### src/rtl/uart_boot_loader.sv
// UART boot loader: assembles little-endian 32-bit words from received bytes
// and writes them to consecutive instruction-memory addresses. It holds the CPU
// core in reset until the end-of-program marker word arrives. An address
// overflow latches an error state that only rst can clear.
module uart_boot_loader #(
    parameter int          ADDR_W   = 8,
    parameter logic [31:0] END_WORD = 32'hFFFFFFFF
) (
    input  logic              clk,
    input  logic              rst,
    input  logic              rx_valid,
    input  logic [7:0]        rx_data,
    input  logic              rx_break,
    output logic              imem_we,
    output logic [ADDR_W-1:0] imem_addr,
    output logic [31:0]       imem_wdata,
    output logic              core_rst,
    output logic              load_done,
    output logic              load_err
);

    typedef enum logic [1:0] {
        S_LOAD  = 2'd0,
        S_DONE  = 2'd1,
        S_ERROR = 2'd2
    } state_t;

    state_t              state;
    state_t              state_nxt;
    logic [1:0]          byte_cnt;
    logic [31:0]         asm_word;
    logic [31:0]         word_nxt;
    logic [ADDR_W-1:0]   waddr;
    logic                addr_full;   // last write used the top address

    logic take_byte;
    logic word_done;
    logic is_end;

    // A break always wins over a coincident byte.
    assign take_byte = (state == S_LOAD) && rx_valid && !rx_break;
    assign word_done = take_byte && (byte_cnt == 2'd3);
    assign is_end    = (word_nxt == END_WORD);

    // Assembly register with the incoming byte merged into its lane.
    always_comb begin
        // NOTE: every always_comb output gets a default first so no path
        // leaves it unassigned, which would otherwise infer a latch.
        word_nxt = asm_word;
        case (byte_cnt)
            2'd0: word_nxt[7:0]   = rx_data;
            2'd1: word_nxt[15:8]  = rx_data;
            2'd2: word_nxt[23:16] = rx_data;
            2'd3: word_nxt[31:24] = rx_data;
            default: word_nxt = asm_word;
        endcase
    end

    // State register.
    always_ff @(posedge clk or posedge rst) begin
        // NOTE: sequential state uses non-blocking assignments so every
        // register samples pre-edge values, independent of statement order.
        if (rst) state <= S_LOAD;
        else     state <= state_nxt;
    end

    // Next-state logic: DONE and ERROR are terminal until reset.
    always_comb begin
        state_nxt = state;
        if (word_done) begin
            if (is_end)         state_nxt = S_DONE;
            else if (addr_full) state_nxt = S_ERROR;
        end
    end

    // State-decoded status outputs.
    always_comb begin
        core_rst  = (state != S_DONE);
        load_done = (state == S_DONE);
        load_err  = (state == S_ERROR);
    end

    // Byte assembly, write address and registered memory write port.
    always_ff @(posedge clk or posedge rst) begin
        if (rst) begin
            byte_cnt   <= 2'd0;
            asm_word   <= 32'd0;
            waddr      <= '0;
            addr_full  <= 1'b0;
            imem_we    <= 1'b0;
            imem_addr  <= '0;
            imem_wdata <= 32'd0;
        end else begin
            imem_we <= 1'b0;
            if (state == S_LOAD) begin
                if (rx_break) begin
                    byte_cnt <= 2'd0;
                end else if (rx_valid) begin
                    asm_word <= word_nxt;
                    byte_cnt <= byte_cnt + 2'd1;
                    if (byte_cnt == 2'd3 && !is_end && !addr_full) begin
                        imem_we    <= 1'b1;
                        imem_addr  <= waddr;
                        imem_wdata <= word_nxt;
                        waddr      <= waddr + ADDR_W'(1);
                        addr_full  <= (waddr == {ADDR_W{1'b1}});
                    end
                end
            end
        end
    end

endmodule

### config.mk
export PLATFORM = sky130hd
export DESIGN_NAME = uart_boot_loader
export DESIGN_NICKNAME = d
export VERILOG_FILES = /design/src/rtl/uart_boot_loader.sv
export SDC_FILE = /design/constraint.sdc
export NUM_CORES = 1
export LEC_CHECK = 0
export BUFFER_PORTS_ARGS = -buffer_cell sky130_fd_sc_hd__buf_2
export CAP_MARGIN = 20
export CORE_UTILIZATION = 55
export CTS_CLUSTER_DIAMETER = 30
export DETAILED_ROUTE_END_ITERATION = 16
export PLACE_DENSITY = 0.86
export SLEW_MARGIN = 20
export SYNTH_ARGS = -nofsm -noshare
export SYNTH_HDL_FRONTEND = slang
export SYNTH_SLANG_ARGS = --single-unit
### constraint.sdc
create_clock -name clk -period 4.1 [get_ports clk]
set_input_delay 0.41 -clock clk [delete_from_list [all_inputs] [get_ports clk]]
set_output_delay 0.41 -clock clk [all_outputs]
set_load 0.02 [all_outputs]
==> metrics, run 1 <==
pin count of the biggest net entering global routing=61; WHS=0.169 ns; Setup Crit Path Kind=reg2reg; post-DP HPWL=roughly 5.7 mm; Peak Freq=between 300 and 400 MHz; design area=4550 um2; Placement Rows=31; Root Buffer=clkbuf_8; fin crit period=3.33 ns; Avg Vias per Cell=5.66; CP peak stage delay=0.62 ns; Max-cap violations=0; die extent in y=88.1 um; setup violators final=0; Congestion Overflow GR=0; Fillers=586; Clk Latency, worst-skew pair=0.36 ns; Worst Path Max Fanout=17; fin crit share=0.811; post-cts resize count=0; H-tree depth=3; worst-path cell chain=inv_1 > ha_1 > mux2i_1 > nor4_2 > nand4_1 > o31ai_4 > buf_4 > mux2_2; Fin Setup TNS=0 ns; endpoints failing hold=0; Synth Warn #=0; Avg WL per Cell=17.0 um; layout cells sized above 1=0.418; Max clock buf depth=2; reg2reg start=byte_cnt[0]; main combinational cell family by area after synthesis=multiplexers; total global-route track usage=0.235; n_diodes=0; drt first pass iters=4; die area=7760 um2; mux contribution to synthesized area=0.242; last weighted congestion value of the routability-driven placer=0.875; Setup crit start kind=register; Pins Over Slew Limit=0; Critical path origin=byte_cnt[0]; most common cell after layout, fill and taps aside=dfrtp_1; IO Pins=56; syn_nets=342; Synth Register Bits=86; initial antenna violation count=0; transition time of the tightest slew-check pin=0.713 ns; most area-consuming cells after synthesis=dfrtp_1, mux2_2, nand2_1; Hold/Removal Path Class=in2async; Arrival @ worst endpoint=3.57 ns; Layout Area Growth over Synthesis=11.6%; TritonCTS Buffers=9; outcome=finished clean; global-route wire length before repair=approximately 13 mm; slowest stage cell, crit path=o31ai_4; fin nets=390; Starting Density=0.565; sequential-to-total area share from yosys stat=0.528; vias in the first global route=2703; Worst-path clk slew=0.08 ns; post-synth top area cell=dfrtp_1; pwr/cell area=456 nW/um2; worst relative slew slack=0.525; CP required=approximately 4.3 ns; simple-gate share of the synthesized area=0.101; DR vias=2699; Unique masters post-synth=39; Layout Skew=~0.0082 ns; placed inst area=4360 um2; pre-CTS setup slack=0.832 ns; cts-stage hold buffer count=0; post-synthesis adder-cell area fraction=0.0154; fraction of synthesized cell area taken by the top area cell type=0.528; Final WS setup=0.775 ns; syn avg cell area=12.5 um2; Port Buffers=55; Die Wd=approximately 88 um; LEAKAGE=2.28 nW; most frequent cells in the layout=dfrtp_1, mux2_2, buf_2; nature of the critical path endpoint=register; Core ar.=7210 um2; synthesized area=4070 um2; peak supply drop=~300 uV; initial drt markers=roughly 180; final wirelength=8.10 mm; CTS tree=done; Routed Antenna Nets=0; Post-CTS Repair Setup Buffers=0; RSZ-0062 raised after global routing=no; number of clock sinks=86; post-synthesis compound-gate area fraction=0.0565; DR DRC count=0; Syn Inst Count=325; xor/xnor share of the synthesized area=0.0150
-- flip-flops by register name (all words and copies together) (netlist names) --
| signal | count |
|---|---|
| imem_wdata | 32 |
| state | 2 |
| imem_addr | 8 |
| byte_cnt | 2 |
| asm_word | 32 |
| waddr | 8 |
| addr_full | 1 |
| imem_we | 1 |
-- final timing paths --
| check | end | slack (ns) | depth (start not counted) |
|---|---|---|---|
| setup / recovery | imem_wdata[6] | 0.77 | 8 |
| setup reg to reg | imem_wdata[6] | 0.77 | 8 |
| min in group clk | byte_cnt[1] | 0.32 | 2 |
| hold reg to reg | asm_word[27] | 0.48 | 2 |
| max in group asynchronous | asm_word[2] | 3.09 | 3 |
| hold / removal | imem_we | 0.17 | 2 |
-- power by group --
part	switching, mW	leakage (nW)	internal (mW)
sequential	0.0865	1.13	0.988
clock	0.286	0.0904	0.280
combinational	0.227	1.06	0.206
-- final cells by class --
cell class                 instances  area, um2  area share
multi-input combinational        209       1750       0.386
inverter                           9       36.3     0.00798
clock buffer                      12        135      0.0297
sequential                        86       2150       0.473
timing repair buffer              58        298      0.0655
tap                               99        124      0.0273
clock inverter                     4       47.5      0.0105
-- stage by stage --
step | cells | total power [mW] | util
global route | 477 | 2.18 | 0.630
detailed placement | 461 | 1.53 | 0.605
floorplan | 325 | 1.39 | -
global placement | 461 | 1.51 | 0.605
finish | 477 | 2.08 | 0.630
CTS | 477 | 2.10 | 0.630
-- logic make-up after synthesis --
group | Yosys count
XOR/XNOR | 7
AND/OR/NAND/NOR | 78
buffers and inverters | 30
multiplexers | 88
flip-flops | 86
adder cells (fa/ha/maj) | 5
AO/OA/AOI/OAI | 31
-- layer usage --
metal | wire [um] | vias to the layer above | share of wire | GRT usage
met4 | 179 | 0 | 0.022 | 0.0953
met1 | 3540 | 1323 | 0.44 | 0.309
li1 | - | 1255 | - | -
met3 | 467 | 21 | 0.058 | 0.0631
met2 | 3910 | 100 | 0.48 | 0.372
met5 | 0 | - | 0 | 0
-- cells in the mapped netlist, drive strengths merged --
master	count
ha	5
a31o	2
buf	15
xor2	5
nor4b	1
dfrtp	86
a32oi	1
and4	3
nand2b	2
nand4b	1
nor3b	1
mux2	84
inv	9
a21o	1
o21a	1
and3	1
nand4	7
mux2i	4
o32ai	1
nand2	34
o22ai	3
nor2b	4
a21oi	2
nand3	10
a31oi	4
nor4	1
xnor2	2
nor2	5
o21bai	1
a22oi	5
and2	1
o311ai	1
a311oi	1
o31ai	1
nand3b	7
o21ai	7
clkbuf	6
-- worst max-delay path, delay by kind of cell (launching register included) --
kind            cells  cell delay, ns
fa+ha+maj           1            0.59
compound gates      1            0.62
simple gates        2            0.45
mux                 2            0.62
buf+inv             2            0.52
flops               1            0.42
Note: power is estimated with default switching activity, not from simulation.
==> inputs of run 2 (changes only) <==
--- a/config.mk
+++ b/config.mk
@@ -7,10 +7,10 @@
 export LEC_CHECK = 0
 export BUFFER_PORTS_ARGS = -buffer_cell sky130_fd_sc_hd__buf_2
 export CAP_MARGIN = 20
-export CORE_UTILIZATION = 55
+export CORE_UTILIZATION = 52
 export CTS_CLUSTER_DIAMETER = 30
 export DETAILED_ROUTE_END_ITERATION = 16
-export PLACE_DENSITY = 0.86
+export PLACE_DENSITY = 0.85
 export SLEW_MARGIN = 20
 export SYNTH_ARGS = -nofsm -noshare
 export SYNTH_HDL_FRONTEND = slang
==> constraint.sdc (replaced) <==
create_clock -name clk -period 2.85 [get_ports clk]
set_input_delay 0.285 -clock clk [delete_from_list [all_inputs] [get_ports clk]]
set_output_delay 0.285 -clock clk [all_outputs]
set_load 0.02 [all_outputs]
==> metrics, run 2 (synthesized netlist as in run 1, its figures left out) <==
Max clock buf depth=2; Max-cap violations=0; Worst-path clk slew=0.09 ns; Layout Area Growth over Synthesis=13.7%; DR DRC count=0; Crit Reg-Reg Endpoint=imem_wdata[7]; DR vias=2751; setup violators final=0; Clk Latency, worst-skew pair=between 0.3 and 0.4 ns; Avg WL per Cell=roughly 18 um; WHS=0.0359 ns; Final WS setup=0.179 ns; Die Wd=90.5 um; vias in the first global route=2894; Setup crit start kind=register; total global-route track usage=0.228; design area=4630 um2; Worst Setup EP=imem_wdata[7]; most common cell after layout, fill and taps aside=dfrtp_1; reg2reg start=byte_cnt[0]; pre-CTS setup slack=-0.0354 ns; drt first pass iters=4; pwr/cell area=around 660 nW/um2; initial antenna violation count=0; nature of the critical path endpoint=register; Root Buffer=clkbuf_8; outcome=finished clean; die extent in y=between 90 and 100 um; Pins Over Slew Limit=0; transition time of the tightest slew-check pin=around 0.74 ns; R2R setup slack=approximately 0.18 ns; peak supply drop=323 uV; global-route wire length before repair=14.6 mm; Congestion Overflow GR=0; Avg Vias per Cell=~5.7; Starting Density=0.550; worst relative slew slack=0.510; cells on worst reg2reg path=8; Core ar.=7410 um2; n_diodes=0; Layout Skew=0.00887 ns; TritonCTS Buffers=9; endpoints failing hold=0; RSZ-0062 raised after global routing=no; initial drt markers=210; number of clock sinks=86; Arrival @ worst endpoint=2.92 ns; layout cells sized above 1=0.440; Port Buffers=55; Critical path origin=byte_cnt[0]; IO Pins=56; LEAKAGE=2.31 nW; Hold/Removal Path Class=in2async; fin crit share=0.937; Routed Antenna Nets=0; Peak Freq=374 MHz; fin nets=396; last weighted congestion value of the routability-driven placer=0.918; Worst Path Max Fanout=21; CP required=roughly 3.1 ns; most frequent cells in the layout=dfrtp_1, mux2_2, buf_2; Largest regs=asm_word (32), imem_wdata (32); H-tree depth=3; post-DP HPWL=6.09 mm; final wirelength=8.65 mm; CTS tree=done; fin crit period=2.67 ns; Post-CTS Repair Setup Buffers=0; Setup Crit Path Kind=reg2reg; die area=8190 um2; placed inst area=4420 um2; Placement Rows=31; Fillers=roughly 590; pin count of the biggest net entering global routing=60
[run 2: cell count changes in the layout (fill, tap and decap cells not counted)]
cell | previous run | this run
ha_1 | 5 | 2
buf_12 | 0 | 1
ha_2 | 0 | 2
clkbuf_1 | 3 | 1
clkinvlp_4 | 1 | 3
buf_6 | 0 | 1
buf_4 | 3 | 7
ha_4 | 0 | 1
[run 2: timing repair]
item / CTS / global route
setup endpoints to repair: 20 / 20
hold buffers: 0 / 0
pin swaps: 0 / 0
gates resized for setup: 1 / 4
gates cloned: 0 / 0
[run 2: cell type report]
class	instances	area [um2]	share of cell area
multi-input cells	209	1770	0.382
well taps	99	124	0.0267
clock buffers	10	128	0.0276
repair buffers	64	359	0.0775
clock inverters	6	62.6	0.0135
flip-flops and latches	86	2150	0.465
inverters	9	36.3	0.00783
[run 2: layer usage]
layer	track usage	up-vias	routed length (um)
li1	-	1269	-
met1	0.308	1377	3930
met2	0.367	93	4100
met3	0.0404	12	521
met4	0.0833	0	94
met5	0	-	0
[run 2: metrics by stage]
| step | utilization | power [mW] | setup TNS [ns] | std cells |
|---|---|---|---|---|
| finish | 0.625 | 3.04 | 0 | 483 |
| global route | 0.625 | 3.18 | 0 | 483 |
| CTS | 0.623 | 3.05 | 0 | 483 |
| detailed placement | 0.597 | 2.21 | -0.467 | 467 |
| global placement | 0.597 | 2.18 | 0 | 467 |
| floorplan | - | 2.01 | 0 | 325 |
[run 2: worst max-delay path, stage by stage (launching register included)]
cell and delay (ns):
dfrtp_1 0.41, inv_1 0.17, ha_2 0.38, a21oi_1 0.10
nor4_2 0.30, nand4_1 0.23, o31ai_4 0.31, buf_6 0.27
mux2_2 0.37
[run 2: worst min-delay path by stage]
stage | slack, ns | startpoint | to
3_3_place_gp | 0.46 | asm_word[31] | asm_word[31]
5_1_grt | 0.11 | rst | asm_word[9]
4_1_cts | 0.16 | rst | imem_wdata[25]
2_1_floorplan | 0.37 | rx_break | byte_cnt[0]
6_report | 0.04 | rst | imem_wdata[25]
3_5_place_dp | 0.47 | asm_word[25] | asm_word[25]
[run 2: where the power goes]
part	internal (mW)	switching, mW	leakage, nW
logic	0.306	0.337	1.10
registers	1.42	0.129	1.13
clock network	0.402	0.444	0.0883
total	2.13	0.910	2.31
==> inputs of run 3 (changes only) <==
--- a/config.mk
+++ b/config.mk
@@ -5,11 +5,13 @@
 export SDC_FILE = /design/constraint.sdc
 export NUM_CORES = 1
 export LEC_CHECK = 0
+export ABC_AREA = 0
 export BUFFER_PORTS_ARGS = -buffer_cell sky130_fd_sc_hd__buf_2
 export CAP_MARGIN = 20
 export CORE_UTILIZATION = 52
 export CTS_CLUSTER_DIAMETER = 30
 export DETAILED_ROUTE_END_ITERATION = 16
+export GPL_TIMING_DRIVEN = 0
 export PLACE_DENSITY = 0.85
 export SLEW_MARGIN = 20
 export SYNTH_ARGS = -nofsm -noshare
==> metrics, run 3 (synthesized netlist as in run 1, its figures left out) <==
outcome=finished clean; clock share of power=0.254; CP peak stage delay=between 0.4 and 0.5 ns; Largest regs=asm_word (32), imem_wdata (32); pin count of the biggest net entering global routing=46; placed inst area=4490 um2; number of clock sinks=86; Root Buffer=clkbuf_8; Avg Vias per Cell=5.54; Arrival @ worst endpoint=approximately 2.9 ns; drt first pass iters=4; Setup Crit Path Kind=reg2reg; Setup crit start kind=register; endpoints failing hold=0; worst-path cell chain=inv_1 > ha_1 > buf_2 > mux2i_1 > nand3_1 > o31ai_4 > buf_4 > buf_6 > mux2_2; layout cells sized above 1=0.440; fin crit period=2.69 ns; fin crit share=0.943; die area=about 8200 um2; LEAKAGE=~2.4 nW; Pins Over Slew Limit=0; Fillers=between 500 and 600; Avg WL per Cell=approximately 17 um; Buf+Inv Stages, Crit Path=4; DR top layer=met4; Layout Area Growth over Synthesis=15.4%; worst relative slew slack=0.595; Fin Setup TNS=0 ns; Max clock buf depth=2; slowest stage cell, crit path=dfrtp_1; Worst Path Max Fanout=10; design area=4700 um2; Final WS setup=between 0.15 and 0.2 ns; post-DP HPWL=6.04 mm; Max-cap violations=0; Tot Pwr=2.94 mW; Layout Skew=0.0113 ns; n_diodes=0; switch share=0.304; Hold/Removal Path Class=in2reg; Post-Layout Cell Count=499; most frequent cells in the layout=dfrtp_1, mux2_2, buf_2; Comb pwr share=0.221; Crit. path cell count=9; initial drt markers=179; Routed Antenna Nets=0; H-tree depth=3; final wirelength=8.44 mm; setup violators final=0; Starting Density=0.550; placed instance count=about 480; Port Buffers=54; routed length on met3=536 um; DR DRC count=0; critical path's top delay family=buffers and inverters; global-route wire length before repair=14.2 mm; Worst-path clk slew=approximately 0.08 ns; sequential share of power=0.525; IO Pins=56; Die Wd=90.5 um; pwr/cell area=627 nW/um2; Core ar.=7410 um2; Finished Core Util=0.634; CTS tree=done; Internal=2.05 mW; die extent in y=90.5 um; Psw=between 800 and 900 uW; DR vias=2763; Peak Freq=~370 MHz; transition time of the tightest slew-check pin=0.606 ns; Congestion Overflow GR=0; CP required=around 3.1 ns; fin nets=412; cells on worst reg2reg path=9; Placement Rows=31; peak supply drop=334 uV; initial antenna violation count=0; WHS Path Cells=2; vias in the first global route=2770; met2 WL post-DR=3.95 mm; most common cell after layout, fill and taps aside=dfrtp_1; total global-route track usage=0.227; nature of the critical path endpoint=register; M1 WL=~3.8 mm; last weighted congestion value of the routability-driven placer=0.925; Clk Latency, worst-skew pair=0.36 ns; WHS=0.138 ns; TritonCTS Buffers=9; pre-CTS setup slack=-0.0314 ns
-- run 3: final cells by class --
| type | instances | area (um2) | area share |
|---|---|---|---|
| inverter | 9 | 36.3 | 0.00772 |
| multi-input combinational | 209 | 1760 | 0.375 |
| timing repair buffer | 59 | 323 | 0.0687 |
| buffer | 21 | 138 | 0.0293 |
| clock inverter | 5 | 35.0 | 0.00745 |
| tap | 99 | 124 | 0.0264 |
| clock buffer | 11 | 131 | 0.0280 |
| sequential | 86 | 2150 | 0.458 |
-- run 3: worst paths after layout --
| check | slack (ns) | startpoint | end |
|---|---|---|---|
| worst max-delay path | 0.16 | byte_cnt[1] | imem_wdata[20] |
| worst min-delay path | 0.14 | rx_break | byte_cnt[0] |
| worst max register to register | 0.16 | byte_cnt[1] | imem_wdata[20] |
| worst min register to register | 0.48 | asm_word[26] | asm_word[26] |
| max in group asynchronous | 1.73 | rst | imem_wdata[3] |
| min in group asynchronous | 0.50 | rst | imem_we |
-- run 3: power by group through the flow --
stage	Combinational, mW	Clock [mW]	Sequential [mW]
6_report	0.652	0.747	1.55
4_1_cts	0.656	0.772	1.54
5_1_grt	0.710	0.828	1.57
3_5_place_dp	0.650	0	1.57
2_1_floorplan	0.367	0	1.64
3_3_place_gp	0.622	0	1.55
-- run 3: timing repair --
| item | CTS | global route |
|---|---|---|
| pin swaps | 1 | 0 |
| hold buffers | 1 | 0 |
| buffers inserted | 3 | 0 |
| cloned | 0 | 0 |
| resized for setup | 0 | 3 |
| hold endpoints to repair | 41 | 0 |
| endpoints found under the setup margin | 37 | 38 |
-- run 3: routing by layer --
layer,vias to the layer above,GRT usage
li1,1290,-
met1,1367,0.316
met2,92,0.339
met3,14,0.0581
met4,0,0.0901
met5,-,0
